**src/rtl/gray_counter.sv**
```systemverilog
// gray_counter: up/down binary counter with registered Gray output, binary/Gray parallel load and wrap flag
//   clk              rising-edge clock
//   rst_n            asynchronous active-low reset; clears b_o, g_o and wrap_o
//   en_i             count enable, one step per cycle
//   up_i             direction, 1 = increment, 0 = decrement (sampled only with en_i)
//   load_i           parallel load strobe, overrides en_i
//   load_is_gray_i   1 = load_val_i is Gray coded, 0 = binary
//   load_val_i       value to load
//   b_o              registered binary count
//   g_o              registered Gray count, always b_o ^ (b_o >> 1)
//   wrap_o           one-cycle pulse after a step taken at a limit (wrapped or blocked)
module gray_counter #(
    parameter int WIDTH    = 4,
    parameter bit SATURATE = 1'b0
) (
    input  logic             clk,
    input  logic             rst_n,
    input  logic             en_i,
    input  logic             up_i,
    input  logic             load_i,
    input  logic             load_is_gray_i,
    input  logic [WIDTH-1:0] load_val_i,
    output logic [WIDTH-1:0] b_o,
    output logic [WIDTH-1:0] g_o,
    output logic             wrap_o
);
    logic [WIDTH-1:0] b_q, b_d, g_q, g_d, load_bin, step;
    logic             wrap_q, wrap_d, at_lim;

    // Gray to binary: each binary bit is the XOR of all Gray bits at or above it
    always_comb begin
        load_bin = '0;
        for (int i = 0; i < WIDTH; i++) load_bin[i] = ^(load_val_i >> i);
    end

    assign at_lim = up_i ? &b_q : ~|b_q;
    assign step   = up_i ? b_q + 1'b1 : b_q - 1'b1;

    // Gray is derived from the next binary value so both registers always agree;
    // a Gray load re-encodes to exactly load_val_i
    always_comb begin
        b_d    = b_q;
        wrap_d = 1'b0;
        if (load_i) begin
            b_d = load_is_gray_i ? load_bin : load_val_i;
        end else if (en_i) begin
            wrap_d = at_lim;
            b_d    = (at_lim && SATURATE) ? b_q : step;
        end
        g_d = b_d ^ (b_d >> 1);
    end

    always_ff @(posedge clk or negedge rst_n) begin
        if (!rst_n) begin
            b_q    <= '0;
            g_q    <= '0;
            wrap_q <= 1'b0;
        end else begin
            b_q    <= b_d;
            g_q    <= g_d;
            wrap_q <= wrap_d;
        end
    end

    assign b_o    = b_q;
    assign g_o    = g_q;
    assign wrap_o = wrap_q;
endmodule

```
**config.mk**
```make
export PLATFORM = sky130hd
export DESIGN_NAME = gray_counter
export DESIGN_NICKNAME = d
export VERILOG_FILES = /design/src/rtl/gray_counter.sv
export SDC_FILE = /design/constraint.sdc
export NUM_CORES = 1
export LEC_CHECK = 0
export BUFFER_PORTS_ARGS = -buffer_cell sky130_fd_sc_hd__buf_2
export CAP_MARGIN = 0
export CORE_AREA = 2 2 39 41
export DETAILED_ROUTE_END_ITERATION = 10
export DIE_AREA = 0 0 41 43
export GPL_TIMING_DRIVEN = 0
export PLACE_DENSITY_LB_ADDON = 0.12
export SKIP_LAST_GASP = 1
export SYNTH_ARGS = -nofsm -noshare
export SYNTH_HDL_FRONTEND = slang
export SYNTH_SLANG_ARGS = --single-unit
export TNS_END_PERCENT = 5
```
**constraint.sdc**
```tcl
create_clock -name clk -period 3.46 [get_ports clk]
set_input_delay 0.173 -clock clk [delete_from_list [all_inputs] [get_ports clk]]
set_output_delay 0.173 -clock clk [all_outputs]
set_load 0.03 [all_outputs]
```
==> summary.md <==
| Metric | Value |
|---|---|
| Status | complete, no violations |
| Synthesized area | between 500 and 600 µm² |
| Tot GR Track Use | roughly 17% |
| Total congestion overflow | 0 |
| PD cells | around 530 mW/mm² |
| Vias per cell | 5.11 |
| Final wirelength | 1110 µm |
| Final TNS setup | 0 ns |
| Worst-path maximum fanout | 7 |
| Critical path data arrival time | about 2.0 ns |
| Placed Area | about 700 µm² |
| RSZ-0062 raised after global routing | no |
| F_max | 0.549 GHz |
| Busiest grt layer | met2 |
| Global-route wire length before repair | 1910 µm |
| Top_reg_cell synth | dfrtp_1 |
| Final net count | 92 |
| Drt drc | 0 |
| Synth top cells by count | dfrtp_1 (8), a21oi_1 (4), xor2_1 (4) |
| Period minus WS final | 1.82 ns |
| WS Path Type | reg2reg |
| Total iterations of the first detailed-routing run | 4 |
| CP Launch Type | flip-flop |
| Antenna violations before repair | 0 |
| H-tree depth | 1 |
| Via count of the routed design | between 400 and 500 |
| Hpwl dp | approximately 900 µm |
| Seq cells post-synth | 8 |
| MaxCap Viol Count | 0 |
| Number of global-route vias before repair | about 440 |
| Met1 usage | between 20% and 30% |
| Finished layout cell area | 719 µm² |
| Post-route core utilization | roughly 52% |
| Routed Antenna Nets | 0 |
| Maximum vdd drop | between 0.2 and 0.3 mV |
| Top cells by area, synth | dfrtp_1 (34%), xor2_1 (6.0%), xnor2_1 (4.5%), ha_1 (4.3%), xor3_1 (4.1%) |
| Number of buffers added on ports | 17 |
| Die X | around 41 µm |
| CTS buffer count | 3 |
| CTS-repair resized insts | 0 |
| CP Capture Type | flip-flop |
| CTS max path bufs | 2 |
| Leakage | about 0.34 nW |
| Worst Clk Skew | approximately 0.0013 ns |
| Maximum number of pins on one net before global-route repair | 11 |
| HP Class | in2reg |
| Gpl congestion | 0.751 |
| WL/cell | around 12 µm |
| Yosys cell types | 31 |
| Initial core utilization | a little over two fifths |
| Clk Latency, worst-skew pair | ~0.25 ns |
| Yosys top cell area share | approximately a third |
| Count leader, synth | dfrtp_1 |
| CTS Root Cell | clkbuf_4 |
| EDFF count, synth | 0 |
| Die Y | 43 µm |
| Die ar. | 0.00176 mm² |
| GRT met3 Usage | under 10% |
| Layout cells sized above 1 | about a third |
| Number of diodes | 0 |
| Clock-pin slew on the worst setup and hold paths | around 0.050 ns |
| Core Box Area | roughly 0.0014 mm² |
| Slew headroom | about 71% |
| Syn Inst Count | 56 |
| Number of DRC markers in iteration 0 | 6 |
| Ports | 19 |
| Sequential area share after synthesis | 34.4% |
| CTS tree | done |
| Layout area overhead | 23.7% |
| Post-synth ARST share | 100% |
| Fin crit share | a little over half |
| Final Hold Vio Count | 0 |
| Mapped Nets | 69 |
| Count of final setup violators | 0 |
| Met2 Use GR | approximately a quarter |
| Actual slew at the worst max-slew pin | around 0.43 ns |
| Ys Warns | 0 |
| Clock sinks | 8 |
| Synth area leader | dfrtp_1 |
| Worst EP required | about 3.6 ns |
| Slew Viols, Final | 0 |
| Syn avg cell area | roughly 10 µm² |
| Row cnt | 14 |
-- cells in the final DEF (no fill, tap or decap), types with 2 or more instances in the layout --
cell,synthesis,layout
buf_2,1,18
dfrtp_1,8,8
xor2_1,4,4
a21oi_1,4,4
inv_1,3,3
nand2_1,3,3
xnor2_1,3,3
nor2_1,3,3
clkbuf_4,0,3
buf_4,2,2
a2bb2oi_1,2,2
nor3b_1,2,2
ha_1,2,2
-- worst paths after layout --
path,from,end,slack (ns),depth (start not counted)
min in group asynchronous,rst_n,b_o[2],0.29,2
worst max-delay path,b_o[0],g_o[1],1.64,6
max in group asynchronous,rst_n,g_o[0],3.01,2
worst min register to register,b_o[1],wrap_o,0.71,3
worst max register to register,b_o[0],g_o[1],1.64,6
worst min-delay path,en_i,wrap_o,0.25,2
-- area by class of cell --
cell class / count / area, µm²
Sequential cell: 8 / 200
Fill cell: 135 / 664
Buffer: 3 / 20.0
Inverter: 3 / 11.3
Clock buffer: 3 / 22.5
Tap cell: 16 / 20.0
Multi-Input combinational cell: 42 / 350
Timing Repair Buffer: 18 / 95.1
-- power by group --
part           total, mW  internal, mW  switching (mW)
clock network     0.0680        0.0395          0.0285
logic              0.184        0.0723           0.111
registers          0.132         0.115          0.0173
-- sequential cells by signal, indices dropped and copies added (netlist names) --
name,cells
b_o,4
g_o,3
wrap_o,1
-- metal layers --
metal / vias to the layer above / routed length [µm]
li1: 241 / -
met1: 220 / 505
met2: 14 / 551
met3: 0 / 55
met4: 0 / 0
met5: - / 0
-- metrics by stage --
stage	cells	worst slack (ns)	power (mW)	hold slack, ns
6_report	93	1.64	0.384	0.249
3_3_place_gp	89	1.64	0.315	0.0185
2_1_floorplan	56	1.58	0.269	-0.123
3_5_place_dp	89	1.64	0.319	0.0222
5_1_grt	93	1.53	0.416	0.237
4_1_cts	93	1.62	0.390	0.242
-- timing repair --
item | CTS | global route
buffers inserted | 0 | 0
hold buffers | 1 | 0
endpoints found under the hold margin | 8 | 0
-- worst max-delay path: stages (launching register included) --
cell	delay, ns
dfrtp_1	0.47
inv_1	0.09
fa_1	0.41
xnor2_1	0.16
a211oi_1	0.08
a21oi_1	0.36
xor2_1	0.18
-- cell families (layout without fill, tap and decap cells) --
kind of cell	after synthesis	count (layout)	synth area share, %
AOI/OAI and AO/OA	11	11	14.0
xor gates and xnor gates	9	9	17.4
adders and majority gates	3	3	7.74
buffers and inverters	6	27	5.37
DFF	8	8	34.4
muxes	1	1	1.72
and+or+nand+nor	18	18	19.4
Note: power is estimated with default switching activity, not from simulation.
